**config.mk**
```make
export PLATFORM = sky130hd
export DESIGN_NAME = logic_lab_sequencer
export DESIGN_NICKNAME = d
export VERILOG_FILES = /design/src/rtl/logic_lab_sequencer.sv
export SDC_FILE = /design/constraint.sdc
export NUM_CORES = 1
export LEC_CHECK = 0
export CORE_MARGIN = 2
export CORE_UTILIZATION = 50
export CTS_CLUSTER_SIZE = 8
export DETAILED_ROUTE_END_ITERATION = 6
export GPL_TIMING_DRIVEN = 0
export PLACE_DENSITY = 0.72
export SLEW_MARGIN = 25
export SYNTH_ARGS = -nofsm -noshare
export SYNTH_HDL_FRONTEND = slang
export SYNTH_SLANG_ARGS = --single-unit
```
**constraint.sdc**
```tcl
create_clock -name clock -period 3.7 [get_ports clock]
set_clock_uncertainty 0.05 [all_clocks]
set_input_delay 0.74 -clock clock [delete_from_list [all_inputs] [get_ports clock]]
set_output_delay 0.74 -clock clock [all_outputs]
set_load 0.02 [all_outputs]
```
**src/rtl/logic_lab_sequencer.sv**
```systemverilog
// Drives the 3-bit input bus of the registered gate bank: debounced buttons in manual mode,
// or an eight-vector self-test against a golden model in auto mode.
module logic_lab_sequencer #(
   parameter int DEBOUNCE_CYCLES = 16,
   parameter int STEP_CYCLES     = 4
) (
   input  logic       clock,
   input  logic       reset_n,
   input  logic [2:0] btn_raw,
   input  logic       mode_auto,
   input  logic       start,
   input  logic [6:0] core_out,
   output logic [2:0] core_in,
   output logic       busy,
   output logic       done,
   output logic       pass,
   output logic [2:0] fail_vector,
   output logic [6:0] fail_mask,
   output logic [2:0] state_dbg
);

   localparam int DCW = (DEBOUNCE_CYCLES > 1) ? $clog2(DEBOUNCE_CYCLES) : 1;
   localparam int SCW = (STEP_CYCLES > 1) ? $clog2(STEP_CYCLES) : 1;
   localparam logic [DCW-1:0] DMAX = DCW'(DEBOUNCE_CYCLES - 1);
   localparam logic [SCW-1:0] SMAX = SCW'(STEP_CYCLES - 1);

   typedef enum logic [2:0] {
      S_IDLE  = 3'd0,
      S_APPLY = 3'd1,
      S_WAIT  = 3'd2,
      S_CHECK = 3'd3,
      S_DONE  = 3'd4
   } state_t;

   state_t state, state_d;

   logic [2:0]     sync1, sync2, db;
   logic [DCW-1:0] dcnt [3];

   logic [2:0]     vec, vec_d;
   logic [SCW-1:0] wcnt, wcnt_d;
   logic [2:0]     core_in_d, fail_vector_d;
   logic [6:0]     fail_mask_d, diff;
   logic           pass_d;

   function automatic logic [6:0] golden(input logic [2:0] v);
      logic [6:0] g;
      g[0] = v[0] & v[1];
      g[1] = ~(v[0] & v[1]);
      g[2] = v[0] | v[1] | v[2];
      g[3] = ~(v[0] | v[1]);
      g[4] = v[0] ^ v[1] ^ v[2];
      g[5] = v[2] ? v[1] : v[0];
      g[6] = v[0] ^ v[1];
      return g;
   endfunction

   // Per-button debounce: the counter only runs while synchronized and debounced values disagree.
   always_ff @(posedge clock or negedge reset_n) begin
      if (!reset_n) begin
         sync1 <= '0;
         sync2 <= '0;
         db    <= '0;
         for (int i = 0; i < 3; i++) dcnt[i] <= '0;
      end else begin
         sync1 <= btn_raw;
         sync2 <= sync1;
         for (int i = 0; i < 3; i++) begin
            if (sync2[i] == db[i]) begin
               dcnt[i] <= '0;
            end else if (dcnt[i] == DMAX) begin
               db[i]   <= sync2[i];
               dcnt[i] <= '0;
            end else begin
               dcnt[i] <= dcnt[i] + 1'b1;
            end
         end
      end
   end

   always_ff @(posedge clock or negedge reset_n) begin
      if (!reset_n) state <= S_IDLE;
      else          state <= state_d;
   end

   assign diff = golden(vec) ^ core_out;

   always_comb begin
      state_d       = state;
      vec_d         = vec;
      wcnt_d        = wcnt;
      core_in_d     = core_in;
      pass_d        = pass;
      fail_vector_d = fail_vector;
      fail_mask_d   = fail_mask;
      case (state)
         S_IDLE, S_DONE: begin
            if (state == S_IDLE) core_in_d = db;
            if (mode_auto && start) begin
               state_d       = S_APPLY;
               vec_d         = '0;
               pass_d        = 1'b1;
               fail_vector_d = '0;
               fail_mask_d   = '0;
               core_in_d     = '0;
            end else if (!mode_auto) begin
               state_d = S_IDLE;
            end
         end
         S_APPLY: begin
            state_d = S_WAIT;
            wcnt_d  = '0;
         end
         S_WAIT: begin
            if (wcnt == SMAX) state_d = S_CHECK;
            else              wcnt_d  = wcnt + 1'b1;
         end
         S_CHECK: begin
            if (diff != '0 && pass) begin
               pass_d        = 1'b0;
               fail_vector_d = vec;
               fail_mask_d   = diff;
            end
            if (vec == 3'd7) begin
               state_d = S_DONE;
            end else begin
               vec_d     = vec + 3'd1;
               core_in_d = vec + 3'd1;
               state_d   = S_APPLY;
            end
         end
         default: state_d = S_IDLE;
      endcase
      // Abort overrides any run-state decision; core_in reverts once IDLE is reached.
      if (!mode_auto && (state == S_APPLY || state == S_WAIT || state == S_CHECK)) begin
         state_d       = S_IDLE;
         pass_d        = 1'b0;
         vec_d         = vec;
         core_in_d     = core_in;
         fail_vector_d = fail_vector;
         fail_mask_d   = fail_mask;
      end
   end

   always_ff @(posedge clock or negedge reset_n) begin
      if (!reset_n) begin
         vec         <= '0;
         wcnt        <= '0;
         core_in     <= '0;
         pass        <= 1'b0;
         fail_vector <= '0;
         fail_mask   <= '0;
      end else begin
         vec         <= vec_d;
         wcnt        <= wcnt_d;
         core_in     <= core_in_d;
         pass        <= pass_d;
         fail_vector <= fail_vector_d;
         fail_mask   <= fail_mask_d;
      end
   end

   assign busy      = (state == S_APPLY) || (state == S_WAIT) || (state == S_CHECK);
   assign done      = (state == S_DONE);
   assign state_dbg = state;

endmodule

```
-- Word level (Yosys, flattened, before mapping)
Index checks and enable logic that the tools add are counted.
Widths: inputs -> output; s select.
- add/sub/neg operators: 5
- bitwise logic cells: 12
- muxes and demuxes: 30
- eq/ne operators: 21
- reduce and logical (&&, ||, !) cells: 21
- operators with widths (kind ; number):
    $mux 3 ; 10
    $mux 4 ; 6
    $pmux 3 s2 ; 3
    $mux 7 ; 2
    $pmux 7 s2 ; 1
    $add 4x1->4 const B ; 3
    $eq 4x4->1 const B ; 3
    $pmux 3 s4 ; 1
    $reduce_and 4->1 ; 3
    $reduce_and 2->1 ; 5
    $ne 2x2->1 const B ; 4
    $reduce_bool 7->1 ; 1
    $xor 7x7->7 ; 1
    $eq 3x2->1 const B ; 2
    $eq 3x3->1 const B ; 2
    $ne 3x2->1 const B ; 2
    $ne 3x3->1 const B ; 2
    $not 1->1 ; 6
    $mux 1 ; 4
    $ne 4x4->1 const B ; 1
    $pmux 2 s2 ; 1
    $reduce_bool 2->1 ; 2
    $add 3x1->3 const B ; 1
    $eq 1x1->1 ; 3
    15 further kinds ; 20
- output and inout port bits: 19
- logic and storage cells: 104
- register bits after elaboration: 43

-- Logic depth before layout (Yosys ltp)
- depth after elaboration: 8
- gate-level depth with buffers: 7
- gate-level depth less buffers: 7

-- Worst setup path before layout
Ideal clock, no wire load.
- path type: flip-flop to flip-flop
- start point: register vec[0]
- end point: register fail_mask[0]
- clock period less this slack: 2080 ps
- path slack: 1620 ps
- stages on the path, launching flop included: 8
- data arrival time: 1964 ps
- cells stage by stage: dfrtp_1 -> inv_1 -> ha_1 -> xor2_2 -> nor3_1 -> o2111ai_4 -> o211ai_4 -> a22o_1
- longest elaborated chain between the ends: 7
- elaborated cells on any way between the ends: 15
- classes of those cells: eq/ne: 1; mux: 3; bitwise: 8; reduce/logical: 3
- ends and longest elaborated chain (item ; RTL line ; RTL):
    from (decl) ; 40 ; logic [2:0] vec, vec_d;
    from (signal assigned) ; 154 ; vec <= vec_d;
    $or 1x1->1, or another cell as far along ; 50, 51 ;
    $or 1x1->1, or another cell as far along ; 50 ; g[2] = v[0] | v[1] | v[2];
    $xor 7x7->7 * ; 86 ; assign diff = golden(vec) ^ core_out;
    $reduce_bool 7->1 ; 119 ; if (diff != '0 && pass) begin
    $logic_and 1x1->1 ; 119 ;
    $ne 2x2->1 (no line) ; -- ;
    $reduce_and 4->1 (no line) ; -- ;
    to (signal assigned) ; 159 ; fail_mask <= fail_mask_d;
    to (decl) ; 18 ; output logic [6:0] fail_mask,
Mark *: on every way between the ends. The rest lies on a longest branch, timed or not. The select of a mux whose other input is x is not followed.
A chain may end at the register's enable or synchronous reset.

-- Final worst setup path
- start point: register state[0] (netlist: state_dbg[0])
- end point: output done
- longest elaborated chain between the ends: 1
- ends and longest elaborated chain (item ; RTL line ; RTL):
    from (decl) ; 35 ; state_t state, state_d;
    from (signal assigned) ; 83 ; else state <= state_d;
    $eq 3x3->1 ; 164 ; assign done = (state == S_DONE);
    to (decl) ; 15 ; output logic done,
Every way passes these cells.

==> out/results.tsv <==
metric	value	unit
Worst-path clk slew	0.08	ns
Max Buffers Root-to-Sink	2	
Synth Cell Area	2070	sq um
Critical Path Start Type	flip-flop	
max-cap check violation count	0	
Slew HR	0.744	
Total GRT Usage	0.197	
largest net degree at the start of global routing	33	
Worst setup EP type	primary output	
Unique masters post-synth	38	
max incr delay on CP	0.59	ns
Worst Slack Setup Final	1.00	ns
reg2reg setup slack	1.33	ns
top routing layer in use	met4	
Setup TNS	0	ns
met1 wire length	1700	um
Die ar.	4670	sq um
mean routed wirelength per cell	14.9	um
fill cell count	323	
Final min period	2.70	ns
routed via count	1501	
multiplexer area fraction after synthesis	0.0478	
total clock sinks	43	
Gates resized, CTS repair	0	
async set or reset register ratio after synthesis	1.00	
synth top area cells	dfrtp_1 (52%), a22o_1 (5.5%), xnor2_1 (5.1%), ha_1 (4.2%), mux2_2 (2.7%)	
Final period util	0.729	
Top-Level Pins	33	
number of hold buffers added after cts	0	
GPL Wtd Cong	0.848	
first-pass GRT wire length	6710	um
Cell Rows	23	
Final Hold Fails	0	
CP required	2.91	ns
Design Area, Final	2600	sq um
sequential area share after synthesis	0.520	
initial core utilization	0.517	
dpl cells	263	
final cell count without fillers	271	
most numerous cell in the Yosys netlist	dfrtp_1	
Peak VDD IR	0.306	mV
Post-synth top cells	dfrtp_1 (43), a22o_1 (13), xnor2_1 (12)	
Die H	68.3	um
DP Worst Slack	1.06	ns
Power, Total	1.18	mW
Num CTS Buffers	5	
Hold WC Path Type	input port to async pin	
Area Overhead vs Synth	25.6	%
ant diodes	0	
Max Fclk	0.371	GHz
RSZ-0062 raised after global routing	false	
Synth Area in Adders	0.0423	
pwr/cell area	452	nW/um^2
share of post-route cells with drive strength above 1	0.113	
xor/xnor share of the synthesized area	0.0798	
simple-gate share of the synthesized area	0.119	
DIE WIDTH	68.3	um
# setup viols final	0	
CP cell instances	buf_2 -> nor2_1 -> nand2_1 -> inv_1 -> clkdlybuf4s50_1	
CP max-delay cell	clkdlybuf4s50_1	
yosys warns	0	
post-synthesis area per instance	11.5	sq um
met3 routed WL	185	um
Arr. time, crit path	1.91	ns
Clock Latency Late Sink	0.30	ns
Final HPWL DP	3080	um
area occupied by registers	1080	sq um
IO Port Bufs	32	
Post-layout nets	241	
routed length on met2	2080	um
Yosys reg bits	43	
CP max FO	10	
drt via density	5.54	
worst-margin pin slew	0.381	ns
setup bufs post-CTS	0	
leak pwr	1.18	nW
drt total wl	4050	um
prevailing post-synth register cell	dfrtp_1	
post-synthesis compound-gate area fraction	0.167	
remaining antenna violation count	0	
vias in the first global route	1505	
status	complete, no violations	
Mapped Nets	201	
cell accounting for the most synthesized area	dfrtp_1	
worst hold margin	0.263	ns
initial antenna violation count	0	
Worst path top cell family by delay	buffers and inverters	
First-pass DRT Iterations	4	
grt total ovfl	0	
DR iter-0 viols	65	
Mapped Cells	180	
Placed Instance Area	2470	sq um
area of the core	4000	sq um
top cell type's share of synthesized area	0.520	
# DRC	0	
CTS tree	done	
H-tree depth	2	
clk root buf	clkbuf_8	
worst setup path category	flip-flop to primary output	
largest family of logic cells by synthesized area	compound AO/OA/AOI/OAI gates	
Final Util	0.650	
Max Slew Vio Count	0	
Multi-input gate area	945	sq um
Post-synth EDFFs	0	
buffers and inverters on the worst path	3	
[flip-flops by register name, summed over array words and instances, names as in the netlist]
signal,count
wcnt,2
dcnt,12
core_in,3
vec,3
sync2,3
state_dbg,3
fail_mask,7
fail_vector,3
db,3
sync1,3
pass,1
[layout by cell type, fill, tap and decap left out, types with 4 or more instances in the layout]
| cell | count |
|---|---|
| mux2_2 | 5 |
| a22o_1 | 13 |
| clkbuf_8 | 5 |
| inv_1 | 8 |
| buf_2 | 4 |
| nand2_1 | 11 |
| xnor2_1 | 12 |
| clkdlybuf4s50_1 | 31 |
| ha_1 | 7 |
| nor2b_1 | 5 |
| o21ai_0 | 9 |
| a21oi_1 | 7 |
| dfrtp_1 | 43 |
| xor2_1 | 5 |
| nor2_1 | 9 |
| nand2b_1 | 4 |
[metal layers]
| metal | GRT usage | vias up |
|---|---|---|
| li1 | - | 721 |
| met1 | 0.222 | 740 |
| met5 | 0 | - |
| met3 | 0.0526 | 8 |
| met2 | 0.353 | 32 |
| met4 | 0.0750 | 0 |
[layout make-up]
class                      count  share of cell area
clock buffer                   6              0.0279
buffer                         4             0.00722
clock inverter                 2              0.0231
sequential                    43               0.414
timing repair buffer          33               0.129
inverter                       8              0.0115
tap                           50              0.0241
multi-input combinational    125               0.363
[worst reg2reg max path: stages (launching register included)]
cell and delay (ns):
dfrtp_1 0.47, inv_1 0.08, ha_1 0.39, xor2_2 0.22
nor3_1 0.32, o2111ai_4 0.20, o211ai_4 0.35, a22o_1 0.21
[path summary, 6_finish.rpt]
path,startpoint,cells after the start,endpoint
min in group clock,sync1[2]$_DFF_PN0_,0,sync2[2]$_DFF_PN0_
max in group asynchronous,reset_n,2,dcnt[1]$_DFF_PN0_
min reg2reg,sync1[2]$_DFF_PN0_,0,sync2[2]$_DFF_PN0_
max reg2reg,vec[0]$_DFFE_PN0P_,7,fail_mask[0]$_DFFE_PN0P_
max,state_dbg[0]$_DFFE_PN0P_,5,done
min,reset_n,1,fail_mask[4]$_DFFE_PN0P_
[kinds of logic after synthesis]
group	Yosys count
flops	43
xor+xnor	18
mux	9
buf+inv	12
fa+ha+maj	7
simple gates	46
compound gates	45
[power by group]
| part | internal, mW | leakage, nW | total [mW] | switching, mW |
|---|---|---|---|---|
| clock | 0.270 | 0.0654 | 0.427 | 0.157 |
| combinational | 0.106 | 0.537 | 0.217 | 0.111 |
| sequential | 0.502 | 0.573 | 0.533 | 0.0311 |
| total | 0.877 | 1.18 | 1.18 | 0.299 |
Power figures use the tool's default switching activity.
